[src/rtl/div_pkg.sv]
// Shared definitions for the sequential restoring divider: FSM state encoding and
// default operand widths.
package div_pkg;

  localparam int unsigned DefDW = 16;
  localparam int unsigned DefVW = 8;

  typedef enum logic [1:0] {
    StIdle = 2'd0,
    StCalc = 2'd1,
    StDone = 2'd2
  } state_e;

endpackage

[src/rtl/div_step.sv]
// One restoring-division iteration: shift in the next dividend bit, trial-subtract the
// divisor magnitude and keep the difference only when it does not go negative.
module div_step #(
  parameter int unsigned VW = 8
) (
  input  logic [VW:0]   rem_i,
  input  logic          bit_i,
  input  logic [VW-1:0] dvs_i,
  output logic [VW:0]   rem_o,
  output logic          q_bit_o
);

  logic [VW:0] shifted;
  logic [VW:0] diff;
  logic        unused_rem_msb;

  // The incoming partial remainder is always below the divisor, so its top bit is zero.
  assign unused_rem_msb = rem_i[VW];
  assign shifted        = {rem_i[VW-1:0], bit_i};
  assign diff           = shifted - {1'b0, dvs_i};
  assign q_bit_o        = (shifted >= {1'b0, dvs_i});
  assign rem_o          = q_bit_o ? diff : shifted;

endmodule

[src/rtl/seq_divider.sv]
// Multi-cycle signed/unsigned divider: one restoring step per clock on operand
// magnitudes, sign fix-up applied when the final step completes.
module seq_divider
  import div_pkg::*;
#(
  parameter int unsigned DW = DefDW,
  parameter int unsigned VW = DefVW
) (
  input  logic          Clk,
  input  logic          Rst,
  input  logic          Start,
  output logic          InReady,
  input  logic          Signed,
  input  logic [DW-1:0] Dividend,
  input  logic [VW-1:0] Divisor,
  output logic          OutValid,
  input  logic          OutReady,
  output logic [DW-1:0] Quotient,
  output logic [VW-1:0] Remainder,
  output logic          DivByZero,
  output logic          Overflow,
  output logic          Busy
);

  localparam int unsigned CW = $clog2(DW + 1);

  state_e        state_q;
  logic [CW-1:0] cnt_q;
  logic [DW-1:0] dvd_q;
  logic [VW:0]   rem_q;
  logic [VW-1:0] dvs_q;
  logic          sgn_q, negq_q, negr_q, zero_q;
  logic [DW-1:0] quo_q;
  logic [VW-1:0] rmd_q;
  logic          dbz_q, ovf_q;

  logic [DW-1:0] dvd_mag, q_mag, q_fin;
  logic [VW-1:0] dvs_mag, r_mag, r_fin;
  logic [VW:0]   step_rem;
  logic          step_q;
  logic          ovf_fin;

  div_step #(
    .VW(VW)
  ) u_step (
    .rem_i   (rem_q),
    .bit_i   (dvd_q[DW-1]),
    .dvs_i   (dvs_q),
    .rem_o   (step_rem),
    .q_bit_o (step_q)
  );

  always_comb begin
    dvd_mag = (Signed && Dividend[DW-1]) ? -Dividend : Dividend;
    dvs_mag = (Signed && Divisor[VW-1]) ? -Divisor : Divisor;
    // The dividend register doubles as the quotient shift register.
    q_mag   = {dvd_q[DW-2:0], step_q};
    r_mag   = step_rem[VW-1:0];
    q_fin   = negq_q ? -q_mag : q_mag;
    r_fin   = negr_q ? -r_mag : r_mag;
    // Only a positive signed result can exceed the representable range.
    ovf_fin = sgn_q && !negq_q && q_mag[DW-1];
  end

  always_ff @(posedge Clk or posedge Rst) begin
    if (Rst) begin
      state_q <= StIdle;
      cnt_q   <= '0;
      dvd_q   <= '0;
      rem_q   <= '0;
      dvs_q   <= '0;
      sgn_q   <= 1'b0;
      negq_q  <= 1'b0;
      negr_q  <= 1'b0;
      zero_q  <= 1'b0;
      quo_q   <= '0;
      rmd_q   <= '0;
      dbz_q   <= 1'b0;
      ovf_q   <= 1'b0;
    end else begin
      unique case (state_q)
        StIdle: begin
          if (Start) begin
            sgn_q   <= Signed;
            negq_q  <= Signed && (Dividend[DW-1] ^ Divisor[VW-1]);
            negr_q  <= Signed && Dividend[DW-1];
            zero_q  <= (Divisor == '0);
            dvd_q   <= dvd_mag;
            dvs_q   <= dvs_mag;
            rem_q   <= '0;
            cnt_q   <= CW'(DW);
            state_q <= StCalc;
          end
        end
        StCalc: begin
          if (zero_q) begin
            quo_q   <= '1;
            rmd_q   <= '0;
            dbz_q   <= 1'b1;
            ovf_q   <= 1'b0;
            cnt_q   <= '0;
            state_q <= StDone;
          end else begin
            dvd_q <= q_mag;
            rem_q <= step_rem;
            cnt_q <= cnt_q - CW'(1);
            if (cnt_q == CW'(1)) begin
              quo_q   <= q_fin;
              rmd_q   <= r_fin;
              dbz_q   <= 1'b0;
              ovf_q   <= ovf_fin;
              state_q <= StDone;
            end
          end
        end
        StDone: begin
          if (OutReady) begin
            state_q <= StIdle;
          end
        end
        default: state_q <= StIdle;
      endcase
    end
  end

  assign InReady   = (state_q == StIdle);
  assign OutValid  = (state_q == StDone);
  assign Busy      = (state_q != StIdle);
  assign Quotient  = quo_q;
  assign Remainder = rmd_q;
  assign DivByZero = dbz_q;
  assign Overflow  = ovf_q;

endmodule

[config.mk]
export PLATFORM = sky130hd
export DESIGN_NAME = seq_divider
export DESIGN_NICKNAME = d
export VERILOG_FILES = /design/src/rtl/div_pkg.sv /design/src/rtl/div_step.sv /design/src/rtl/seq_divider.sv
export SDC_FILE = /design/constraint.sdc
export NUM_CORES = 1
export LEC_CHECK = 0
export BUFFER_PORTS_ARGS = -buffer_cell sky130_fd_sc_hd__buf_2
export CORE_AREA = 10 10 115 117
export DETAILED_ROUTE_END_ITERATION = 6
export DIE_AREA = 0 0 125 127
export MAX_ROUTING_LAYER = met4
export PLACE_DENSITY = 0.7
export SLEW_MARGIN = 40
export SYNTH_ARGS = -nofsm -noshare
export SYNTH_HDL_FRONTEND = slang
export SYNTH_HIERARCHICAL = 1
export SYNTH_SLANG_ARGS = --single-unit
[constraint.sdc]
create_clock -name Clk -period 3 [get_ports Clk]
set_input_delay 0.3 -clock Clk [delete_from_list [all_inputs] [get_ports Clk]]
set_output_delay 0.3 -clock Clk [all_outputs]
set_load 0.05 [all_outputs]
==> flow_summary.yaml <==
run_status:
  status: "complete, no violations"
route:
  dr.pass1.iters: 4
  drcViolationCount: 0
  wl_per_cell_um: 15.96
  drt_iter0_drc: 281
  wl_um: 11140
  avgViaCountPerCell: 5.362
  via_count: 3743
  ant_nets: 0
setup_path:
  crit_path_start_kind: "flop"
  endpoint_kind: "flop"
  crit_arrival_ns: 3.19
  max_stage_delay_ns: 0.55
  cp_data_required_time_ns: 3.22
  path_max_fanout: 4
  slowest_stage: "or4_4"
  crit_type: "flop to flop"
  cp_common_cell: "ha_4"
  crit_chain: "ha_4 > a21o_1 > o21bai_4 > a211o_1 > or2_4 > inv_2 > ha_4 > nand2b_4 > or4_4 > o31ai_4 > xnor2_1 > o22a_1"
placed_design:
  dp.cells: 675
  dp_hpwl_um: 8357
  gpl.final_weighted_congestion: 0.8439
  place_area_mm2: 0.004726
  io_buffers: 57
logic_synthesis:
  syn-num-nets: 521
  yosysWarnings: 6
  syn_inst: 477
  syn_avg_cell_area_um2: 8.785
  synth.cell_area_mm2: 0.004190
clocking:
  clkLatencyLatePin_ns: 0.34
  cts_tree: "built"
  clock-sinks: 69
  cts.htree.levels: 3
  clock-root-buffer: "clkbuf_16"
  tritoncts.num_buffers: 9
  max-clock-path-buffers: 2
  holdBufCountCts: 0
  path_clk_slew_ns: 0.06
sta:
  fmax_ghz: 0.3375
  period_share_pct: 98.77
  tns_ns: 0
  setup_viol: 0
  finalHoldViolCount: 0
  maxSlewHeadroom_pct: 47.78
  worst_pin_slew_ns: 0.7780
  slew_viol_final: 0
  rsz0062_at_grt: "yes"
  fin_crit_ns: 2.963
  skew_ns: 0.007202
cells_and_area:
  most-common-layout-cells: "dfrtp_1 (69), nand2_1 (65), buf_2 (57), nor2_1 (42), o21ai_0 (39)"
  finalNonFillerCells: 698
  register_area_mm2: 0.001727
  final_common_cell: "dfrtp_1"
  drive_gt1_share_pct: 23.96
  syn_to_final_growth_pct: 24.84
  design_area_mm2: 0.005231
  nNetsFinal: 594
  insertedDiodeCount: 0
  fillers: 1060
  multiInputGateArea_mm2: 0.002422
power_and_ir_drop:
  seqPwrFrac_pct: 24.5
  switching_share_pct: 46.66
  peakVddDrop_v: 0.0006549
  clkPwrFrac_pct: 15.5
  p_int_mw: 3.979
  power_leakage_nw: 2.340
  p_switching_mw: 3.480
  power_density_mw_per_mm2: 1426
  combPwrFrac_pct: 60.0
grt:
  grtUsageMet1_pct: 18.72
  grt_max_degree: 51
  grt_pass1_vias: 3649
  grt_overflow: 0
  grt_use_met3_pct: 3.184
  grt_antenna_before_repair: 0
  gr-max-usage-layer: "met2"
  grt_first_pass_wirelength_um: 18300
  grtUsageMet2_pct: 21.23
  grt_util_all_layers_pct: 14.25
run:
  cap_violations: 0
worst_hold_path:
  hp-class: "input port to asynchronous set/reset pin"
floorplanning:
  die-area_mm2: 0.01588
  start_util_pct: 37.66
  die_h_um: 127
  core_area_mm2: 0.01113
  num_rows: 39
  io_pins: 58
  die_w_um: 125
[layout make-up]
| cell class | instances | share of cell area, % |
|---|---|---|
| Clock buffer | 11 | 4.640 |
| Clock inverter | 5 | 1.602 |
| Inverter | 27 | 1.985 |
| Multi-Input combinational cell | 361 | 46.30 |
| Sequential cell | 69 | 33.01 |
| Tap cell | 143 | 3.420 |
| Timing Repair Buffer | 82 | 9.041 |
[per-layer routing]
| layer | share of wire [%] | wire, um |
|---|---|---|
| met1 | 47 | 5288 |
| met2 | 45 | 5051 |
| met3 | 5.3 | 586 |
| met4 | 1.9 | 214 |
| met5 | 0 | 0 |
[final timing paths]
| path | startpoint | to | slack [ns] | cells past startpoint |
|---|---|---|---|---|
| hold / removal | Rst | Quotient[0] | 0.06 | 2 |
| max in group asynchronous | Rst | cnt_q[0] | 2.34 | 3 |
| setup reg to reg | rem_q[3] | Quotient[8] | 0.04 | 12 |
| hold reg to reg | Remainder[4] | Remainder[4] | 0.47 | 2 |
| setup / recovery | rem_q[3] | Quotient[8] | 0.04 | 12 |
| min in group Clk | OutReady | state_q[1] | 0.17 | 2 |
[power groups by stage]
stage / combinational, mW / clock [mW] / sequential [mW]
2_1_floorplan: 2.47 / 0 / 2.29
6_report: 4.48 / 1.15 / 1.83
3_5_place_dp: 4.03 / 0 / 1.82
5_1_grt: 4.91 / 1.22 / 1.89
4_1_cts: 4.08 / 1.18 / 1.81
3_3_place_gp: 3.93 / 0 / 1.80
[stage by stage]
stage | util [%] | worst slack (ns) | hold WS (ns) | power (mW)
floorplan | - | 0.03327 | 0.4076 | 4.758
CTS | 45.49 | 0.0006102 | 0.06933 | 7.067
finish | 47.02 | 0.03698 | 0.06364 | 7.460
global placement | 42.45 | 0.09470 | 0.4612 | 5.726
global route | 47.02 | -0.06624 | 0.1161 | 8.019
detailed placement | 42.48 | -0.02439 | 0.4298 | 5.854
[registers in the layout, indices dropped and copies added (netlist names)]
| name | cells |
|---|---|
| zero_q | 1 |
| dvd_q | 16 |
| Remainder | 8 |
| state_q | 2 |
| Quotient | 16 |
| cnt_q | 5 |
| sgn_q | 1 |
| rem_q | 8 |
| DivByZero | 1 |
| negq_q | 1 |
| Overflow | 1 |
| negr_q | 1 |
| dvs_q | 8 |
[critical path, delay by kind of cell, from the launching register on]
| kind | cells | cell delay [ns] |
|---|---|---|
| flip-flops | 1 | 0.42 |
| adder cells (fa/ha/maj) | 2 | 0.39 |
| buffers and inverters | 1 | 0.07 |
| AND/OR/NAND/NOR | 3 | 0.87 |
| XOR/XNOR | 1 | 0.10 |
| AO/OA/AOI/OAI | 5 | 0.99 |
[repair_timing]
action                     CTS  global route
gates resized for setup      2            24
setup buffers                0             7
hold endpoints to repair     0             0
setup endpoints to repair    2            12
pin swaps                    0             9
Power figures use the tool's default switching activity.
